--- src/rtl/ps2_packet_bit_counter.sv ---
// PS/2 receive framer: counts host-sampled PS/2 falling edges, deframes start/data/parity/stop and groups frames into packets.
// Latency: one clk; a falling_edge sampled at edge N is reflected in counters, data_out and pulses right after edge N.
// Backpressure: none; every falling_edge is consumed in the cycle it arrives, the downstream decoder must keep up.
//
// Ports:
//   clk, reset        system clock and synchronous active-high reset (clears everything, including data_out)
//   bit_reset         synchronous abort of the current packet; clears counters, keeps data_out, no pulse
//   falling_edge      one-cycle strobe from the PS/2 clock edge detector
//   ps2_data          synchronised PS/2 data, meaningful when falling_edge=1
//   bit_counter       frame_index*F + bit_index; zero means idle (watchdog stopped)
//   bit_index         position within the current frame (0 = waiting for start bit)
//   frame_index       frame number within the current packet
//   data_out          payload of the last good frame, held until the next good frame
//   frame_done        pulse: good frame, data_out updated
//   packet_done       pulse together with frame_done of the last frame in a packet
//   frame_error       pulse: bad parity or stop bit, packet aborted
//   timeout           pulse: no falling edge for TIMEOUT_CYCLES cycles mid-packet, packet aborted

module ps2_packet_bit_counter #(
    parameter  int DATA_BITS         = 8,
    parameter  int FRAMES_PER_PACKET = 3,
    parameter  int TIMEOUT_CYCLES    = 5000,
    parameter  int CNT_W             = 7,
    localparam int F                 = DATA_BITS + 3,
    localparam int BI_W              = $clog2(F),
    localparam int FI_W              = (FRAMES_PER_PACKET > 1) ? $clog2(FRAMES_PER_PACKET) : 1
) (
    input  logic                 clk,
    input  logic                 reset,
    input  logic                 bit_reset,
    input  logic                 falling_edge,
    input  logic                 ps2_data,
    output logic [CNT_W-1:0]     bit_counter,
    output logic [BI_W-1:0]      bit_index,
    output logic [FI_W-1:0]      frame_index,
    output logic [DATA_BITS-1:0] data_out,
    output logic                 frame_done,
    output logic                 packet_done,
    output logic                 frame_error,
    output logic                 timeout
);

    localparam int WD_W = (TIMEOUT_CYCLES > 2) ? $clog2(TIMEOUT_CYCLES) : 1;

    localparam logic [BI_W-1:0] BI_DATA_LAST = BI_W'(DATA_BITS);
    localparam logic [BI_W-1:0] BI_PARITY    = BI_W'(DATA_BITS + 1);
    localparam logic [BI_W-1:0] BI_STOP      = BI_W'(F - 1);
    localparam logic [FI_W-1:0] FI_LAST      = FI_W'(FRAMES_PER_PACKET - 1);
    localparam logic [WD_W-1:0] WD_LAST      = WD_W'(TIMEOUT_CYCLES - 1);

    logic [DATA_BITS-1:0] shreg;
    logic                 parity_bit;
    logic [WD_W-1:0]      wd_cnt;
    logic                 in_recv;
    logic                 parity_ok;
    logic                 wd_expired;

    // bit_counter doubles as the IDLE/RECV state: zero means no packet in progress.
    assign in_recv    = (bit_counter != '0);
    assign parity_ok  = ^{shreg, parity_bit};
    // An edge in the expiry cycle wins over the watchdog.
    assign wd_expired = in_recv && !falling_edge && (wd_cnt == WD_LAST);

    always_ff @(posedge clk) begin
        frame_done  <= 1'b0;
        packet_done <= 1'b0;
        frame_error <= 1'b0;
        timeout     <= 1'b0;

        if (reset) begin
            bit_counter <= '0;
            bit_index   <= '0;
            frame_index <= '0;
            shreg       <= '0;
            parity_bit  <= 1'b0;
            wd_cnt      <= '0;
            data_out    <= '0;
        end else if (bit_reset) begin
            bit_counter <= '0;
            bit_index   <= '0;
            frame_index <= '0;
            shreg       <= '0;
            parity_bit  <= 1'b0;
            wd_cnt      <= '0;
        end else if (wd_expired) begin
            timeout     <= 1'b1;
            bit_counter <= '0;
            bit_index   <= '0;
            frame_index <= '0;
            wd_cnt      <= '0;
        end else begin
            if (falling_edge || !in_recv) begin
                wd_cnt <= '0;
            end else begin
                wd_cnt <= wd_cnt + 1'b1;
            end

            if (falling_edge) begin
                if (bit_index == '0) begin
                    // A high start bit is line noise: stay put so the next low bit realigns the frame.
                    if (!ps2_data) begin
                        bit_index   <= bit_index + 1'b1;
                        bit_counter <= bit_counter + 1'b1;
                    end
                end else if (bit_index <= BI_DATA_LAST) begin
                    // LSB arrives first, so shifting in from the top leaves the byte in natural order.
                    shreg       <= {ps2_data, shreg[DATA_BITS-1:1]};
                    bit_index   <= bit_index + 1'b1;
                    bit_counter <= bit_counter + 1'b1;
                end else if (bit_index == BI_PARITY) begin
                    parity_bit  <= ps2_data;
                    bit_index   <= bit_index + 1'b1;
                    bit_counter <= bit_counter + 1'b1;
                end else if (bit_index == BI_STOP) begin
                    bit_index <= '0;
                    if (ps2_data && parity_ok) begin
                        data_out   <= shreg;
                        frame_done <= 1'b1;
                        if (frame_index == FI_LAST) begin
                            packet_done <= 1'b1;
                            frame_index <= '0;
                            bit_counter <= '0;
                        end else begin
                            // (frame_index+1)*F + 0 is exactly one past the stop position.
                            frame_index <= frame_index + 1'b1;
                            bit_counter <= bit_counter + 1'b1;
                        end
                    end else begin
                        frame_error <= 1'b1;
                        frame_index <= '0;
                        bit_counter <= '0;
                    end
                end else begin
                    // Unreachable index values: fall back to waiting for a start bit.
                    bit_index   <= '0;
                    frame_index <= '0;
                    bit_counter <= '0;
                end
            end
        end
    end

endmodule

--- config.mk ---
export PLATFORM = sky130hd
export DESIGN_NAME = ps2_packet_bit_counter
export DESIGN_NICKNAME = d
export VERILOG_FILES = /design/src/rtl/ps2_packet_bit_counter.sv
export SDC_FILE = /design/constraint.sdc
export NUM_CORES = 1
export LEC_CHECK = 0
export BUFFER_PORTS_ARGS = -buffer_cell sky130_fd_sc_hd__buf_4
export CORE_ASPECT_RATIO = 1.5
export CORE_MARGIN = 2
export CORE_UTILIZATION = 60
export DETAILED_ROUTE_END_ITERATION = 10
export GPL_TIMING_DRIVEN = 0
export PLACE_DENSITY = 0.83
export SYNTH_ARGS = -nofsm -noshare
export SYNTH_HDL_FRONTEND = slang
export SYNTH_SLANG_ARGS = --single-unit
export TNS_END_PERCENT = 5
--- constraint.sdc ---
create_clock -name clk -period 5 [get_ports clk]
set_input_delay 0.5 -clock clk [delete_from_list [all_inputs] [get_ports clk]]
set_output_delay 0.5 -clock clk [all_outputs]
set_load 0.02 [all_outputs]
==> impl_metrics.toml <==
[global_routing]
grt_use_total_pct = 23.3
gr-total-overflow = 0
grt_pass1_wl_um = 7210
grt_max_degree = 15
number_of_global_route_vias_before_repair = 1711
grt_antenna_before_repair = 0

[route]
avgRoutedWirePerCell_um = 12.8
drc = 0
routed_via_density = 5.32
drtAntennaViolNets = 0
wl_um = 4080
detailedRoute.firstPassIterationCount = 4
vias = 1692
drt_first_iter_violations = 30

[power]
power_leakage_nw = 0.919
share_of_power_burned_in_the_clock_network_pct = 44.1
switching_power_w = 0.000137
combPwrFrac_pct = 3.8
power-per-cell-area_nw_per_um2 = 283
switching_share_pct = 19.0
ir_worst_vdd_v = 0.000289
seqPwrFrac_pct = 52.1
internal_portion_of_total_power_w = 0.000585

[run_status]
run_status = "finished clean"

[synthesis]
synth-main-ff-cell = "sky130_fd_sc_hd__dfxtp_1"
post-synth-top-count-cell = "sky130_fd_sc_hd__dfxtp_1"
yosysUniqueCellTypes = 33
synth_warnings = 0
yosys.area.top_type = "sky130_fd_sc_hd__dfxtp_1"
async_reset_ff_share_pct = 0
synth_top_cell_area_share_pct = 43.7
syn-cell-area_um2 = 2150
synth.avg_cell_area_um2 = 9.00
synth_sequential_area_ratio_pct = 43.7
synthTopCellsByArea = "sky130_fd_sc_hd__dfxtp_1, sky130_fd_sc_hd__xor2_1, sky130_fd_sc_hd__nand2b_1"
synth.top_cells.by_count = "sky130_fd_sc_hd__dfxtp_1, sky130_fd_sc_hd__nor2_1, sky130_fd_sc_hd__nand2_1"
yosys_register_bits = 47
syn-instance-count = 239
synth_edf_count = 0
synth.net_count = 251

[sta]
setup_tns_ps = 0
finalHoldViolations = 0
worst-slew-pin-transition_ps = 728
fin_crit_ps = 2360
clock_skew_ps = 6.03
final_setup_viols = 0
pins_over_slew_limit = 0
timing.final.crit_share_pct = 47.1
unrepaired_setup_endpoints_after_global_routing = "false"
final.setup.worst_slack_ps = 2640
timing.slew.headroom_pct = 51.1
max_clock_freq_mhz = 424

[final_layout]
flow.area_growth_from_synthesis_pct = 18.7
final_layout_size_suffix_gt1_share_pct = 15.2
num-nets-final = 287
insertedDiodeCount = 0

[floorplan]
die_area_um2 = 4090
die-height_um = 77.3
ioPinCount = 30
std_cell_rows = 26
chipWidth_um = 52.9
floorplan.initialDensity_pct = 63.0
core_area_um2 = 3420

[clock_tree]
clock_latency_ps = 290
tritoncts.num_buffers = 5
cts_resized = 0
h-tree-depth = 2
cts_tree = "done"
clk_pin_slew_ps = 80
cts_hold_buffers = 0
max-clock-path-buffers = 2
clock-root-buffer = "sky130_fd_sc_hd__clkbuf_8"
postCtsSetupBuffers = 0
tritoncts_num_sinks = 47

[worst_setup_path]
worstPathArrival_ps = 2580
cp_slowest_stage_delay_ps = 580
crit_path_cell_chain = "inv_1 > ha_1 > nor4bb_1 > nand3b_1 > nor4_4 > mux2i_1"
setup.worst_path.class = "flip-flop to flip-flop"
startpoint_type = "flip-flop"
slowest_stage = "sky130_fd_sc_hd__nor4_4"
critPathRequiredTime_ps = 5220
end_kind = "flip-flop"
timing.critical_path.fanout_max = 8

[placement]
dp_hpwl_um = 3030
port_buffers = 29
place_ws_ps = 2660
finalWeightedCongestion = 0.788

[flow_run]
drv.max_cap_violation_count = 0

[hold_path]
hold_class = "flip-flop to flip-flop"
critical path, delay by kind of cell (launching register included):
kind	cells	cell delay (ps)
flip-flops	1	450
multiplexers	1	260
adder cells (fa/ha/maj)	1	240
buffers and inverters	1	100
AND/OR/NAND/NOR	3	1230
stage by stage:
stage | util [%] | area [um^2] | hold slack, ps | total power (W) | cells
detailed placement | 70.9 | 2420 | 441 | 0.000413 | 310
floorplan | - | 2150 | 418 | 0.000402 | 239
global route | 74.8 | 2550 | 472 | 0.000750 | 318
CTS | 74.8 | 2550 | 454 | 0.000730 | 318
global placement | 70.9 | 2420 | 427 | 0.000412 | 310
finish | 74.8 | 2550 | 451 | 0.000722 | 318
layout make-up:
| type | count | area, um^2 |
|---|---|---|
| plain buffers | 6 | 23.8 |
| inverters | 9 | 33.8 |
| well taps | 42 | 52.6 |
| clock inverters | 2 | 60.1 |
| fillers | 273 | 862 |
| clock buffers | 6 | 72.6 |
| flip-flops and latches | 47 | 941 |
| multi-input cells | 177 | 1150 |
| repair buffers | 29 | 218 |
cells in the final DEF, fill, tap and decap left out:
master,count
sky130_fd_sc_hd__bufinv_16,2
sky130_fd_sc_hd__clkbuf_8,5
sky130_fd_sc_hd__or4b_2,2
sky130_fd_sc_hd__xnor3_1,1
sky130_fd_sc_hd__inv_1,9
sky130_fd_sc_hd__xor2_1,14
sky130_fd_sc_hd__o41ai_1,1
sky130_fd_sc_hd__nand2_1,22
sky130_fd_sc_hd__nor3_1,3
sky130_fd_sc_hd__nand3_1,17
sky130_fd_sc_hd__nor4_4,1
sky130_fd_sc_hd__nand4_1,7
sky130_fd_sc_hd__nor4_1,3
sky130_fd_sc_hd__a21oi_1,13
sky130_fd_sc_hd__ha_1,7
sky130_fd_sc_hd__nand2b_1,19
sky130_fd_sc_hd__nor4bb_1,1
sky130_fd_sc_hd__buf_2,1
sky130_fd_sc_hd__o21bai_1,1
sky130_fd_sc_hd__or3_1,4
sky130_fd_sc_hd__dfxtp_1,47
sky130_fd_sc_hd__nand3b_1,2
sky130_fd_sc_hd__o31a_1,1
sky130_fd_sc_hd__clkbuf_1,6
sky130_fd_sc_hd__or2b_1,1
sky130_fd_sc_hd__a31oi_1,1
sky130_fd_sc_hd__nor2_1,27
sky130_fd_sc_hd__and3_1,2
sky130_fd_sc_hd__buf_4,29
sky130_fd_sc_hd__xnor2_1,9
sky130_fd_sc_hd__o21ai_0,3
sky130_fd_sc_hd__or2_2,2
sky130_fd_sc_hd__nand4b_1,1
sky130_fd_sc_hd__o211ai_1,1
sky130_fd_sc_hd__mux2i_1,10
sky130_fd_sc_hd__xor3_1,1
state kept, by name, indices dropped and copies added, names as in the netlist:
signal / count
wd_cnt: 13
data_out: 8
shreg: 8
bit_counter: 7
bit_index: 4
frame_index: 2
frame_done: 1
frame_error: 1
packet_done: 1
parity_bit: 1
timeout: 1
power groups by stage:
stage	clock network, W	logic, W	registers (W)
6_report	0.000318	0.0000278	0.000376
5_1_grt	0.000342	0.0000311	0.000376
4_1_cts	0.000325	0.0000281	0.000376
3_5_place_dp	0	0.0000277	0.000385
3_3_place_gp	0	0.0000273	0.000385
2_1_floorplan	0	0.0000166	0.000386
routing by layer:
layer	vias to the layer above	wire, um	GRT usage (%)
li1	886	-	-
met1	776	1620	24.7
met2	25	2240	42.6
met3	5	162	6.73
met4	0	53	6.92
met5	-	0	0
final timing paths:
kind                             startpoint                        to  slack [ps]  depth (start not counted)
setup / recovery  bit_index[0]$_SDFFE_PP0P_  data_out[2]$_SDFFE_PP0P_        2640                          6
hold / removal         wd_cnt[0]$_SDFF_PP0_      wd_cnt[0]$_SDFF_PP0_         450                          1
setup reg to reg  bit_index[0]$_SDFFE_PP0P_  data_out[2]$_SDFFE_PP0P_        2640                          6
hold reg to reg        wd_cnt[0]$_SDFF_PP0_      wd_cnt[0]$_SDFF_PP0_         450                          1
kinds of logic after synthesis:
kind of cell | share of synthesized area [%]
AO/OA/AOI/OAI | 5.53
XOR/XNOR | 11.5
adder cells (fa/ha/maj) | 4.07
buffers and inverters | 2.68
flip-flops | 43.7
multiplexers | 4.65
AND/OR/NAND/NOR | 27.8
(Power assumes the default switching activity.)
